===== config.mk =====
export PLATFORM = sky130hd
export DESIGN_NAME = score_sequencer
export DESIGN_NICKNAME = d
export VERILOG_FILES = /design/src/rtl/score_pkg.sv /design/src/rtl/tick_timer.sv /design/src/rtl/score_sequencer.sv
export SDC_FILE = /design/constraint.sdc
export NUM_CORES = 1
export LEC_CHECK = 0
export CAP_MARGIN = 20
export CORE_ASPECT_RATIO = 1.2
export CORE_MARGIN = 2
export CORE_UTILIZATION = 35
export DETAILED_ROUTE_END_ITERATION = 10
export PLACE_DENSITY = 0.63
export SLEW_MARGIN = 20
export SYNTH_ARGS = -nofsm -noshare
export SYNTH_HDL_FRONTEND = slang
export SYNTH_SLANG_ARGS = --single-unit

===== constraint.sdc =====
create_clock -name clk -period 3.2 [get_ports clk]
set_input_delay 0.32 -clock clk [delete_from_list [all_inputs] [get_ports clk]]
set_output_delay 0.32 -clock clk [all_outputs]
set_load 0.05 [all_outputs]

===== src/rtl/score_pkg.sv =====
// Shared types and constants for the score playback sequencer.
package score_pkg;

  localparam int unsigned ADDR_W_DEF   = 5;
  localparam int unsigned NOTE_W_DEF   = 4;
  localparam int unsigned LEN_W_DEF    = 3;
  localparam int unsigned TICK_DIV_DEF = 12_500_000;

  // A stored length of zero terminates a score.
  localparam int unsigned END_MARKER_LEN = 0;
  // Note code presented whenever nothing is sounding.
  localparam int unsigned NOTE_REST      = 0;

  typedef enum logic [2:0] {
    ST_IDLE   = 3'd0,
    ST_FETCH  = 3'd1,
    ST_LOAD   = 3'd2,
    ST_PLAY   = 3'd3,
    ST_FINISH = 3'd4,
    ST_HALT   = 3'd5
  } score_seq_state_t;

endpackage


===== src/rtl/tick_timer.sv =====
// Length-tick prescaler: one-cycle tick every TICK_DIV cycles while clr_i is low.
// The tick is registered, so it lines up with the last cycle of each TICK_DIV
// window counted from the first cycle after clr_i drops (needs TICK_DIV >= 2).
module tick_timer #(
  parameter int unsigned TICK_DIV = 4
) (
  input  logic clk,
  input  logic reset_n,
  input  logic clr_i,
  output logic tick_o
);

  localparam int unsigned CNT_W = (TICK_DIV > 1) ? $clog2(TICK_DIV) : 1;
  localparam logic [CNT_W-1:0] CNT_LAST = CNT_W'(TICK_DIV - 1);
  localparam logic [CNT_W-1:0] CNT_PRE  = CNT_W'(TICK_DIV - 2);

  logic [CNT_W-1:0] cnt_q, cnt_d;
  logic             tick_q, tick_d;

  // Next count wraps at TICK_DIV-1; tick is pre-decoded one cycle early.
  always_comb begin
    cnt_d  = cnt_q + CNT_W'(1);
    tick_d = 1'b0;
    if (clr_i) begin
      cnt_d = '0;
    end else begin
      if (cnt_q == CNT_LAST) begin
        cnt_d = '0;
      end
      tick_d = (cnt_q == CNT_PRE);
    end
  end

  // Counter and tick registers.
  always_ff @(posedge clk or negedge reset_n) begin
    if (!reset_n) begin
      cnt_q  <= '0;
      tick_q <= 1'b0;
    end else begin
      cnt_q  <= cnt_d;
      tick_q <= tick_d;
    end
  end

  assign tick_o = tick_q;

endmodule


===== src/rtl/score_sequencer.sv =====
// Score playback sequencer: walks the random or saved score memory, holds each
// note for its stored length in ticks and pulses done when the score ends.
// Optional build macro SCORE_SEQ_GAP_EN: the final tick of every note is silent.
module score_sequencer
  import score_pkg::*;
#(
  parameter int unsigned ADDR_W   = ADDR_W_DEF,
  parameter int unsigned NOTE_W   = NOTE_W_DEF,
  parameter int unsigned LEN_W    = LEN_W_DEF,
  parameter int unsigned TICK_DIV = TICK_DIV_DEF
) (
  input  logic              clk,
  input  logic              reset_n,
  input  logic              init,
  input  logic              start_rand,
  input  logic              start_save,
  input  logic              end_early,
  output logic [ADDR_W-1:0] rd_addr,
  output logic              rd_sel,
  input  logic [NOTE_W-1:0] rd_note,
  input  logic [LEN_W-1:0]  rd_len,
  output logic [NOTE_W-1:0] note_out,
  output logic              note_valid,
  output logic              done_rand,
  output logic              done_save
);

  localparam logic [ADDR_W-1:0] ADDR_MAX  = {ADDR_W{1'b1}};
  localparam logic [LEN_W-1:0]  LEN_END   = LEN_W'(END_MARKER_LEN);
  localparam logic [LEN_W-1:0]  LEN_ONE   = LEN_W'(1);
  localparam logic [NOTE_W-1:0] NOTE_ZERO = NOTE_W'(NOTE_REST);

  score_seq_state_t  state_q, state_d;
  logic [ADDR_W-1:0] addr_q, addr_d;
  logic              sel_q, sel_d;
  logic [NOTE_W-1:0] cap_note_q, cap_note_d;
  logic [LEN_W-1:0]  len_q, len_d;
  logic [NOTE_W-1:0] note_out_q, note_out_d;
  logic              note_valid_q, note_valid_d;
  logic              done_rand_q, done_rand_d;
  logic              done_save_q, done_save_d;
  logic              tick;
  logic              timer_clr_c;
  logic              playing_c;

  // Tick timer runs only while a note is being played.
  assign timer_clr_c = init || (state_q != ST_PLAY);

  tick_timer #(
    .TICK_DIV (TICK_DIV)
  ) u_tick_timer (
    .clk     (clk),
    .reset_n (reset_n),
    .clr_i   (timer_clr_c),
    .tick_o  (tick)
  );

  assign playing_c = (state_q == ST_FETCH) || (state_q == ST_LOAD) || (state_q == ST_PLAY);

  // Next-state and registered-output decode.
  always_comb begin
    state_d      = state_q;
    addr_d       = addr_q;
    sel_d        = sel_q;
    cap_note_d   = cap_note_q;
    len_d        = len_q;
    note_valid_d = 1'b0;
    note_out_d   = NOTE_ZERO;
    done_rand_d  = 1'b0;
    done_save_d  = 1'b0;

    case (state_q)
      ST_IDLE: begin
        if (start_rand) begin
          state_d = ST_FETCH;
          sel_d   = 1'b0;
          addr_d  = '0;
        end else if (start_save) begin
          state_d = ST_FETCH;
          sel_d   = 1'b1;
          addr_d  = '0;
        end
      end
      ST_FETCH: begin
        state_d = ST_LOAD;
      end
      ST_LOAD: begin
        cap_note_d = rd_note;
        len_d      = rd_len;
        if (rd_len == LEN_END) begin
          state_d = ST_FINISH;
        end else begin
          state_d = ST_PLAY;
        end
      end
      ST_PLAY: begin
        if (tick) begin
          if (len_q == LEN_ONE) begin
            if (addr_q == ADDR_MAX) begin
              state_d = ST_FINISH;
            end else begin
              state_d = ST_FETCH;
              addr_d  = addr_q + ADDR_W'(1);
            end
          end else begin
            len_d = len_q - LEN_ONE;
          end
        end
      end
      ST_FINISH: begin
        state_d = ST_HALT;
      end
      ST_HALT: begin
        state_d = ST_HALT;
      end
      default: begin
        state_d = ST_IDLE;
      end
    endcase

    // Abort: explicit end_early or both start levels released mid-score.
    if (playing_c && (end_early || !(start_rand || start_save))) begin
      state_d = ST_IDLE;
    end

    if (init) begin
      state_d = ST_IDLE;
    end

    // Address and memory select read as zero whenever no score is in progress.
    if ((state_d == ST_IDLE) || (state_d == ST_HALT)) begin
      addr_d = '0;
      sel_d  = 1'b0;
    end

`ifdef SCORE_SEQ_GAP_EN
    note_valid_d = (state_d == ST_PLAY) && (len_d != LEN_ONE);
`else
    note_valid_d = (state_d == ST_PLAY);
`endif
    note_out_d  = note_valid_d ? cap_note_d : NOTE_ZERO;
    done_rand_d = (state_d == ST_FINISH) && !sel_q;
    done_save_d = (state_d == ST_FINISH) &&  sel_q;
  end

  // State and output registers.
  always_ff @(posedge clk or negedge reset_n) begin
    if (!reset_n) begin
      state_q      <= ST_IDLE;
      addr_q       <= '0;
      sel_q        <= 1'b0;
      cap_note_q   <= '0;
      len_q        <= '0;
      note_out_q   <= '0;
      note_valid_q <= 1'b0;
      done_rand_q  <= 1'b0;
      done_save_q  <= 1'b0;
    end else begin
      state_q      <= state_d;
      addr_q       <= addr_d;
      sel_q        <= sel_d;
      cap_note_q   <= cap_note_d;
      len_q        <= len_d;
      note_out_q   <= note_out_d;
      note_valid_q <= note_valid_d;
      done_rand_q  <= done_rand_d;
      done_save_q  <= done_save_d;
    end
  end

  assign rd_addr    = addr_q;
  assign rd_sel     = sel_q;
  assign note_out   = note_out_q;
  assign note_valid = note_valid_q;
  assign done_rand  = done_rand_q;
  assign done_save  = done_save_q;

endmodule


# Yosys cells after proc, flatten, opt, wreduce, memory -nomap -nowiden
# Index checks and enable logic that the tools add are counted.
# totals
regBits,48
in_bits,13
word_cells,83
# classes
addsub,3
eq_ne,19
mux,28
n_reduce_logical,22
# op_table
cell,count
$eq 24x24->1 const B,2
$mux 24,2
$mux 3,10
$mux 5,6
$add 24x1->24 const B,1
$pmux 3 s5,1
$eq 3x3->1 const B,4
$pmux 5 s2,1
$eq 3x2->1 const B,3
$logic_not 3->1,3
$mux 4,2
$eq 3x1->1 const B,2
$logic_or 1x1->1,6
$ne 3x1->1 const B,2
$ne 3x2->1 const B,2
$pmux 3 s2,1
$reduce_bool 3->1,2
$add 5x1->5 const B,1
$eq 5x5->1 const B,1
$mux 1,5
$reduce_and 5->1,1
$ne 4x4->1 const B,1
$reduce_bool 2->1,2
$logic_and 1x1->1,3
7 further kinds,8

# Depth between registers and ports, before layout
# logic_depth
word_depth,11
mapped_depth,7
ltp_nobuf,7

# By module
# Synthesis repeated with hierarchy kept, for this count alone.
# hier_totals
hier_cells,240
hier_area_um2,2527.4
# by_module_without_submodules
module,instances,cells_each,area_per_inst_um2,seq_area_each_um2
tick_timer,1,131,1277.5,625.6
score_sequencer,1,109,1249.9,575.6

# Least setup slack after synthesis
# No wires, ideal clock.
# synth_timing
path_kind,register -> register
from,register addr_q[0] (netlist: rd_addr[0])
to,register done_save_q (netlist: done_save)
setup_ps,121
t_arrival_ps,2078
t_required_ps,3079
slack_ps,1001
path_stages_with_launch,8
n_path_buf,0
period_less_slack_ps,2199
path_cell_list,dfrtp_1 > ha_1 > and3_1 > ha_1 > and4b_1 > a221o_1 > and3_1 > and4b_1
# synth_between
elab_chain_len,9
# synth_rtl
element,line_no,text
start: declaration,score_sequencer.sv:34,"logic [ADDR_W-1:0] addr_q, addr_d;"
start signal: assignment,score_sequencer.sv:160,addr_q <= addr_d;
$eq 5x5->1,score_sequencer.sv:99,if (addr_q == ADDR_MAX) begin
$mux 3,score_sequencer.sv:99,
$mux 3,score_sequencer.sv:98,if (len_q == LEN_ONE) begin
$mux 3,score_sequencer.sv:97,if (tick) begin
$pmux 3 s5,score_sequencer.sv:72,case (state_q)
$mux 3,score_sequencer.sv:122,if (playing_c && (end_early || !(start_rand || start_save))) begin
$mux 3,score_sequencer.sv:126,if (init) begin
named net state_d[2],score_sequencer.sv:33,"score_seq_state_t state_q, state_d;"
$eq 3x3->1,score_sequencer.sv:143,done_save_d = (state_d == ST_FINISH) && sel_q;
$logic_and 1x1->1,score_sequencer.sv:143,
named net done_save_d,score_sequencer.sv:41,"logic done_save_q, done_save_d;"
end signal: assignment,score_sequencer.sv:167,done_save_q <= done_save_d;
end: declaration,score_sequencer.sv:41,
# The timed path passes the listed nets, and every way through them passes these cells.
# A chain may end at the register's enable or synchronous reset.

# Worst setup path after layout
# layout_timing
from,register u_tick_timer.cnt_q[5]
to,register u_tick_timer.cnt_q[21]
# layout_between
elab_chain_len,3
# layout_rtl
element,line_no,text
start: declaration,tick_timer.sv:17,"logic [CNT_W-1:0] cnt_q, cnt_d;"
start signal: assignment,tick_timer.sv:40,cnt_q <= cnt_d;
$add 24x1->24 or $eq 24x24->1 (tied branches),"tick_timer.sv:22, tick_timer.sv:27",
$mux 24 (*),tick_timer.sv:27,if (cnt_q == CNT_LAST) begin
$mux 24 (*),tick_timer.sv:24,if (clr_i) begin
named net u_tick_timer.cnt_d[21],tick_timer.sv:17,
# Mark *: on every way through the listed nets, which the timed path passes. The rest lies on a longest branch.

==> impl_results.md <==
* Yosys top cell area share at 48.44%
* CP max FO at 11
* Routed vias at 1976
* Pwr Density at 468.2 mW/mm^2
* Final Skew at 0.005810 ns
* Data arrival, critical path at 2.48 ns
* Rel. slew slack at 31.94%
* WL final at 5.120 mm
* CTS Buf Count at 5
* Largest net degree at the start of global routing at 32
* Post-synth EDFFs at 0
* Postcts setup bufs at 0
* Antenna diodes at 0
* Worst slew pin tran at 1.010 ns
* Bufs on Longest Clock Path at 2
* Ports at 26
* Total iterations of the first detailed-routing run at 4
* Hold buffer count at CTS at 0
* Worst hold path type: input port to async pin
* Die W at 80.84 um
* Top post-synthesis cells by count: 48 x dfrtp_1, 24 x nor2_1, 21 x nand2_1, 15 x a21oi_1
* First-pass GRT wire length at 8.618 mm
* Period utilization at 71.69%
* Top Metal Used: met4
* Final setup fails at 0
* Met3 routed wirelength at 126 um
* Biggest cell delay along the critical path at 0.83 ns
* CP max stage cell: o41ai_2
* DRC viols at 0
* Syn_area_per_cell at 9.612 um^2
* TritonCTS sink count at 48
* Initial core utilization at 36.18%
* # rows at 33
* Ys async rst share at 100.0%
* Core box area at 0.006854 mm^2
* CP required at 3.38 ns
* Ys Warns at 0
* Hold Fails Final Rpt at 0
* Leakage at 1.139 nW
* CTS root buf: clkbuf_8
* Cell-by-cell trace of the critical path: nor4bb_1 -> nand4_1 -> o41ai_2 -> buf_4 -> a21oi_1
* Setup TNS at 0 ns
* Gpl congestion at 0.7546
* Vias in the first global route at 1900
* Slew Viols, Final at 0
* Status: finished clean
* Peak Freq at 435.9 MHz
* Die area at 0.007778 mm^2
* GRT overflow at 0
* Clock transition at the registers of the reported paths at 0.09 ns
* Port bufs at 25
* Antenna viol nets, final at 0
* Sequential area share after synthesis at 48.44%
* Period minus WS final at 2.294 ns
* H-tree depth at 2
* Mapped Cells at 258
* Final #Nets at 302
* Total power at 0.001366 W
* DR WL met2 at 2.504 mm
* Dpl hpwl at 3.750 mm
* Clk Latency, worst-skew pair at 0.30 ns
* Commonest register cell after synthesis: dfrtp_1
* Netlist Area Pre-Place at 0.002480 mm^2
* FF+latch count, synth at 48
* Post_cts resized at 0
* Die Y at 96.21 um
* Top cells by area, synth: dfrtp_1 48%, xnor2_1 3.9%, nor2_1 3.6%
* Worst setup SP type: flip-flop
* Antenna violations before repair at 0
* Initial drt markers at 158
* Share of layout cells above drive strength 1 at 6.690%
* Layout area overhead at 17.66%
* Post-route cell area at 0.002918 mm^2
* M1 WL at 2.408 mm
* Avg WL per Cell at 13.80 um
* Maxcap violations at 0
* Most common cell in the netlist: dfrtp_1
* Netlist cell types at 50
* GR Util All Layers at 14.28%
* FF-to-FF setup slack at 0.91 ns
* Worst VDD drop at 0.2188 mV
* Synth area leader: dfrtp_1
* TritonCTS clock tree: built
* Crit path kind: flip-flop to flip-flop
* RSZ-0062 raised after global routing: no
* Worst r2r path cells at 5
* Cell Area, Placed at 0.002820 mm^2
* DR vias/cell at 5.326
* Crit path capture type: flip-flop
* Net Count, Synth at 277
-- through the flow --
stage	util, %	instances	setup slack, ns	hold slack [ns]
final	42.57	371	0.9059	0.04968
after global placement	41.15	363	0.9928	0.4092
after CTS	42.57	371	0.8796	0.07526
after global routing	42.57	371	0.5965	0.1055
after detailed placement	41.15	363	0.8957	0.4172
after floorplan	-	258	1.001	0.02441
-- power by group --
group	total, W	leakage (nW)	switching (W)	internal [W]
clock	0.000383	0.0434	0.000208	0.000175
sequential	0.000703	0.655	0.0000409	0.000662
combinational	0.000279	0.441	0.000154	0.000125
total	0.00137	1.14	0.000404	0.000963
-- worst max-delay path: cells and delay by family (launching register included) --
kind / cells / cell delay (ns)
AO/OA/AOI/OAI: 2 / 0.89
buffers and inverters: 1 / 0.32
flip-flops: 1 / 0.45
AND/OR/NAND/NOR: 2 / 0.52
-- metal layers --
metal | track usage, % | vias to the layer above
met5 | 0 | -
met4 | 5.650 | 0
met3 | 2.533 | 7
met2 | 24.72 | 24
met1 | 17.51 | 963
li1 | - | 982
-- placed cells by master (no fill, tap or decap), types with 5 or more instances in the layout --
master,n
inv_1,11
nand3_1,9
clkdlybuf4s50_1,24
nor2b_1,6
a21oi_1,15
nor2_1,24
or3_1,10
nor4_1,9
nand2_1,21
and3_1,5
ha_1,6
clkbuf_8,6
nor3_1,7
nand4_1,8
o21ai_0,11
xnor2_1,11
dfrtp_1,48
-- path summary, 6_finish.rpt --
kind	startpoint	endpoint
setup / recovery	u_tick_timer.cnt_q[5]	u_tick_timer.cnt_q[21]
hold / removal	reset_n	len_q[2]
setup reg to reg	u_tick_timer.cnt_q[5]	u_tick_timer.cnt_q[21]
hold reg to reg	cap_note_q[1]	cap_note_q[1]
max in group asynchronous	reset_n	u_tick_timer.cnt_q[12]
min in group clk	cap_note_q[1]	cap_note_q[1]
-- sequential cells by signal, summed over array words and instances (netlist names) --
name / count
done_save: 1
rd_sel: 1
len_q: 3
cap_note_q: 4
state_q: 3
done_rand: 1
note_valid: 1
u_tick_timer.cnt_q: 24
note_out: 4
rd_addr: 5
u_tick_timer.tick_o: 1
-- cell families (layout without fill, tap and decap cells) --
kind of cell | Yosys count | after routing | share of synthesized area, %
and+or+nand+nor | 121 | 121 | 27.50
adders and majority gates | 6 | 6 | 3.027
muxes | 3 | 3 | 1.261
AOI/OAI and AO/OA | 48 | 48 | 12.41
buffers and inverters | 20 | 46 | 3.128
xor gates and xnor gates | 12 | 12 | 4.238
DFF | 48 | 48 | 48.44
-- layout make-up --
type	instances	area [um^2]
inverters	11	41.29
multi-input cells	190	1209
flip-flops and latches	48	1201
fillers	710	3936
repair buffers	27	260.3
clock buffers	6	82.58
clock inverters	2	15.01
well taps	87	108.9
(Power assumes the default switching activity.)
